--- src/rtl/fetch_stage_pkg.sv ---
// Shared pipeline definitions used by the fetch stage and the hazard unit.
//   flush_e : PCFlush / IFIDFlush control encodings
//   pcsrc_e : ID-stage redirect select encodings
//   RESET_PC_DEF : default PC after reset
//   sel_next_pc : next-PC priority selection
package fetch_stage_pkg;

  typedef enum logic [1:0] {
    FL_NORMAL = 2'b00,
    FL_FLUSH  = 2'b01,
    FL_HOLD   = 2'b10,
    FL_HOLD_X = 2'b11
  } flush_e;

  typedef enum logic [1:0] {
    PCSRC_SEQ   = 2'b00,
    PCSRC_JUMP  = 2'b01,
    PCSRC_JR    = 2'b10,
    PCSRC_SEQ_X = 2'b11
  } pcsrc_e;

  localparam logic [31:0] RESET_PC_DEF = 32'h0040_0000;

  // A taken EX branch is older than any ID redirect, so it wins.
  function automatic logic [31:0] sel_next_pc(
    input logic        br_taken,
    input logic [1:0]  pcsrc,
    input logic [31:0] br_target,
    input logic [31:0] j_target,
    input logic [31:0] r_target,
    input logic [31:0] pc_plus4
  );
    logic [31:0] res;
    res = pc_plus4;
    if (br_taken)                 res = br_target;
    else if (pcsrc == PCSRC_JUMP) res = j_target;
    else if (pcsrc == PCSRC_JR)   res = r_target;
    return res;
  endfunction

endpackage

--- src/rtl/fetch_stage_if.sv ---
// Link between the fetch-stage control logic and the PC register.
//   hold    : PC keeps its value this cycle
//   pc_next : value loaded into the PC when not holding
//   pc      : current PC register value
interface fetch_stage_if;
  logic        hold;
  logic [31:0] pc_next;
  logic [31:0] pc;

  modport master (output hold, output pc_next, input pc);
  modport slave  (input hold, input pc_next, output pc);
endinterface

--- src/rtl/fetch_stage_pc_reg.sv ---
// pc_reg: program counter register with hold and synchronous reset.
//   clk    : rising-edge clock
//   reset  : synchronous active-high reset, loads RESET_PC
//   pc_if  : slave side of fetch_stage_if (hold, pc_next in; pc out)
module pc_reg
  import fetch_stage_pkg::*;
#(
  parameter logic [31:0] RESET_PC = RESET_PC_DEF
) (
  input  logic   clk,
  input  logic   reset,
  fetch_stage_if.slave pc_if
);

  logic [31:0] pc_q;
  logic [31:0] pc_d;

  always_comb begin
    pc_d = pc_q;
    if (!pc_if.hold) pc_d = pc_if.pc_next;
  end

  always_ff @(posedge clk) begin
    if (reset) pc_q <= RESET_PC;
    else       pc_q <= pc_d;
  end

  assign pc_if.pc = pc_q;

endmodule

--- src/rtl/fetch_stage.sv ---
// fetch_stage: instruction fetch with PC selection, IF/ID pipeline register
// and stall/flush event counters.
//   clk, reset            : clock, synchronous active-high reset
//   PCFlush               : 00 update PC, otherwise hold
//   IFIDFlush             : 00 load, 01 flush to bubble, 10/11 hold
//   PCSrcID               : ID redirect select (01 jump, 10 jr)
//   branch_EX, zero       : EX branch taken when both set
//   branch_target, jump_target, jr_target : redirect destinations
//   imem_instr / imem_addr: combinational instruction memory port
//   IFID_*                : registered instruction, PC+4 and valid for ID
//   stall_count, flush_count : free-running event counters
module fetch_stage
  import fetch_stage_pkg::*;
#(
  parameter logic [31:0] RESET_PC = RESET_PC_DEF
) (
  input  logic        clk,
  input  logic        reset,
  input  logic [1:0]  PCFlush,
  input  logic [1:0]  IFIDFlush,
  input  logic [1:0]  PCSrcID,
  input  logic        branch_EX,
  input  logic        zero,
  input  logic [31:0] branch_target,
  input  logic [31:0] jump_target,
  input  logic [31:0] jr_target,
  input  logic [31:0] imem_instr,
  output logic [31:0] imem_addr,
  output logic [31:0] IFID_Instruction,
  output logic [31:0] IFID_PCPlus4,
  output logic        IFID_Valid,
  output logic [31:0] stall_count,
  output logic [31:0] flush_count
);

  fetch_stage_if pc_bus ();

  logic [31:0] pc_plus4;
  logic        pc_hold;

  logic [31:0] instr_q, instr_d;
  logic [31:0] pc4_q,   pc4_d;
  logic        vld_q,   vld_d;
  logic [31:0] stall_q, stall_d;
  logic [31:0] flush_q, flush_d;

  // 32-bit add wraps naturally at 2^32.
  assign pc_plus4 = pc_bus.pc + 32'd4;
  assign pc_hold  = (PCFlush != FL_NORMAL);

  assign pc_bus.hold    = pc_hold;
  assign pc_bus.pc_next = sel_next_pc(branch_EX && zero, PCSrcID, branch_target,
                                      jump_target, jr_target, pc_plus4);

  pc_reg #(.RESET_PC(RESET_PC)) u_pc_reg (
    .clk   (clk),
    .reset (reset),
    .pc_if (pc_bus.slave)
  );

  // imem_addr comes straight from the register: no input-to-address path.
  assign imem_addr = pc_bus.pc;

  // IF/ID register next state
  always_comb begin
    instr_d = instr_q;
    pc4_d   = pc4_q;
    vld_d   = vld_q;
    unique case (flush_e'(IFIDFlush))
      FL_NORMAL: begin
        instr_d = imem_instr;
        pc4_d   = pc_plus4;
        vld_d   = 1'b1;
      end
      FL_FLUSH: begin
        instr_d = 32'h0;
        pc4_d   = 32'h0;
        vld_d   = 1'b0;
      end
      default: ;
    endcase
  end

  always_comb begin
    stall_d = stall_q + {31'h0, pc_hold};
    flush_d = flush_q + {31'h0, (IFIDFlush == FL_FLUSH)};
  end

  always_ff @(posedge clk) begin
    if (reset) begin
      instr_q <= 32'h0;
      pc4_q   <= 32'h0;
      vld_q   <= 1'b0;
      stall_q <= 32'h0;
      flush_q <= 32'h0;
    end else begin
      instr_q <= instr_d;
      pc4_q   <= pc4_d;
      vld_q   <= vld_d;
      stall_q <= stall_d;
      flush_q <= flush_d;
    end
  end

  assign IFID_Instruction = instr_q;
  assign IFID_PCPlus4     = pc4_q;
  assign IFID_Valid       = vld_q;
  assign stall_count      = stall_q;
  assign flush_count      = flush_q;

endmodule

--- config.mk ---
export PLATFORM = sky130hd
export DESIGN_NAME = fetch_stage
export DESIGN_NICKNAME = d
export VERILOG_FILES = /design/src/rtl/fetch_stage_pkg.sv /design/src/rtl/fetch_stage_if.sv /design/src/rtl/fetch_stage_pc_reg.sv /design/src/rtl/fetch_stage.sv
export SDC_FILE = /design/constraint.sdc
export NUM_CORES = 1
export LEC_CHECK = 0
export CORE_MARGIN = 5
export CORE_UTILIZATION = 48
export CTS_BUF_LIST = sky130_fd_sc_hd__clkbuf_4 sky130_fd_sc_hd__clkbuf_8 sky130_fd_sc_hd__clkbuf_16
export DETAILED_ROUTE_END_ITERATION = 10
export GPL_TIMING_DRIVEN = 1
export PLACE_DENSITY_LB_ADDON = 0.15
export SYNTH_ARGS = -nofsm -noshare
export SYNTH_HDL_FRONTEND = slang
export SYNTH_SLANG_ARGS = --single-unit
export TNS_END_PERCENT = 100
--- constraint.sdc ---
create_clock -name clk -period 4.25 [get_ports clk]
set_input_delay 0.425 -clock clk [delete_from_list [all_inputs] [get_ports clk]]
set_output_delay 0.425 -clock clk [all_outputs]
set_load 0.01 [all_outputs]
==> flow_summary_export.csv <==
group,metric,value,unit
synthesis,synth_edf_count,0,
die,die_area,19000,um^2
drt,wl_per_cell,19.0,um
cts,cts_root_buf,"clkbuf_16",
drt,routed_via_density,5.68,
sta,relSlewSlack,0.325,
die,coreArea,15900,um^2
die,die_h,138,um
worst_setup_path,required,4.57,ns
synthesis,synth.top_cells.by_area,"dfxtp_1, nor2_1, xnor2_1",
worst_setup_path,cp-startpoint,"IFIDFlush[0]",
synthesis,netlist_instances,922,
cts,cts_resized,0,
placed_design,place.gp.congestion,0.894,
synthesis,async_flop_share,0,
worst_setup_path,endpoint_kind,"register",
cts,hold_buffers,0,
synthesis,post-synth-top-area-cell,"dfxtp_1",
synthesis,synth_area,7850,um^2
pwr,power_leakage,3.99,nW
layout,num-nets-final,1333,
synthesis,synth_top_area_frac,0.411,
sta,finalSetupViolations,0,
layout,drive_gt1_frac,0.0649,
worst_setup_path,cp_max_fo,14,
synthesis,yosysWarningCount,0,
status,status,"complete, no violations",
synthesis,ys_types,69,
flow_run,cap_violations,0,
sta,clock_skew,0.0111,ns
placed_design,dp_hpwl,19.7,mm
cts,cts.sinks,161,
global_route,antenna_found_initial,1,
min_path,min_path_type,"input port to register",
pwr,power_density,310,nW/um^2
cts,insertion_delay,0.43,ns
cts,clock_path_buffers,2,
synthesis,ys_seq_elements,161,
sta,period_needed,2.91,ns
min_path,min_from,"IFIDFlush[1]",
global_route,grt_pass1_wl,41.5,mm
die,start_util,0.492,
cts,cts.clk_slew.worst_paths,0.07,ns
synthesis,synth_ff_type,"dfxtp_1",
sta,hold_viol,0,
worst_setup_path,cp-start-kind,"input port",
drt,drc_errors,0,
layout,stdcell_count,1419,
worst_setup_path,cp.arrival,3.23,ns
sta,worst_pin_slew,1.01,ns
cts,cts-htree-levels,4,
placed_design,placed_cells,1387,
sta,fmax,343,MHz
global_route,grt.overflow.total,0,
drt,drtPass1Iterations,5,
cts,cts_tree,"built",
sta,rsz0062_at_grt,"false",
synthesis,synth.net_count,1065,
drt,dr.first_iter.drc_count,704,
die,ioPinCount,299,
cts,cts_made_buffers,17,
drt,wl,27.0,mm
cts,post_cts_buffers,0,
global_route,grt_pass1_vias,7812,
worst_setup_path,worstSetupPathType,"input port to register",
die,num_rows,46,
synthesis,ys_seq_area_frac,0.411,
synthesis,avgSynthCellArea,8.51,um^2
sta,maxSlewViolCount,0,
global_route,grt_max_degree,80,
pwr,irDropWorstVdd,0.294,mV
global_route,grt_usage,0.280,
sta,tns,0,ns
layout,areaGrowthSynthToFinish,46.6,%
drt,ant_nets,0,
drt,via_count,8061,
sta,period_share,0.686,
worst_setup_path,worst_r2r_startpoint,"u_pc_reg.pc_if.pc[2]",
placed_design,port-buffer-count,298,
die,die_w,138,um
==> critical path, cell delays in order <==
cell,delay [ns]
clkdlybuf4s50_1,0.67
nor2b_1,0.32
ha_1,0.23
and3_1,0.27
nand4_1,0.54
nor4_1,0.46
a21oi_1,0.12
o21a_1,0.20
==> final timing paths <==
check / end / slack, ns / depth (start not counted)
max: flush_count[31] / 1.34 / 8
min: IFID_Valid / 0.41 / 3
max reg2reg: u_pc_reg.pc_if.pc[28] / 1.97 / 6
min reg2reg: IFID_PCPlus4[17] / 0.44 / 2
==> area by class of cell <==
type                            instances  area, um^2
Clock buffer                           18         439
Fill cell                            1279        4440
Multi-Input combinational cell        679        4300
Sequential cell                       161        3220
Inverter                               22        82.6
Timing Repair Buffer                  309        3060
Clock inverter                         13         130
Tap cell                              216         270
Antenna cell                            1        2.50
==> metal layers <==
layer	routed length, um	track usage	share of wire
met1	11100	0.350	0.41
met2	12700	0.452	0.47
met3	2300	0.0791	0.085
met4	888	0.121	0.033
met5	0	0	0
==> logic make-up after synthesis <==
group | Yosys count | synth area share
flops | 161 | 0.411
buf+inv | 82 | 0.0427
fa+ha+maj | 5 | 0.00797
simple gates | 370 | 0.250
mux | 9 | 0.0121
xor+xnor | 77 | 0.0869
compound gates | 218 | 0.190
==> cell usage after synthesis (5+ instances only) <==
master,count
nand4_2,5
or3_1,9
a22oi_1,45
xor2_1,23
and3_1,17
a221oi_1,8
nor2b_1,14
nand4_1,16
nor4_1,6
o221ai_1,6
clkbuf_1,43
o21ai_0,38
nor3_1,30
o32ai_1,8
o2bb2ai_1,5
xnor2_1,53
and2_1,7
nand3_1,32
a221o_1,10
dfxtp_1,161
inv_1,20
o21ai_1,14
buf_2,13
a31oi_1,8
ha_1,5
and4_1,9
mux2i_1,5
nor2_1,137
nor4_2,7
a21oi_1,37
a211oi_1,8
nand2_1,59
==> where the power goes <==
group          total [mW]  internal (mW)  switching (mW)
Clock                1.48          0.830           0.654
Combinational       0.492          0.260           0.232
Sequential           1.59           1.55          0.0467
==> cells in the final DEF, fill, tap and decap left out, types with 16 or more instances in the layout <==
cell	instances
nand3_1	32
dfxtp_1	161
clkbuf_16	17
and3_1	17
xor2_1	23
o21ai_0	38
inv_1	20
xnor2_1	53
a21oi_1	37
a22oi_1	45
nor3_1	30
nand4_1	16
clkdlybuf4s50_1	296
nor2_1	135
nand2_1	59
==> stage by stage <==
step	instance area (um^2)	util	setup slack (ns)	power [mW]	hold slack [ns]
after floorplan	7850	-	1.88	1.83	0.470
after global placement	10900	0.686	1.05	2.11	0.432
after detailed placement	10900	0.686	0.932	2.11	0.438
after CTS	11500	0.722	1.35	3.59	0.403
after global routing	11500	0.722	1.17	3.70	0.453
final	11500	0.722	1.34	3.57	0.406
No activity file was read; power rests on OpenSTA's default activity.
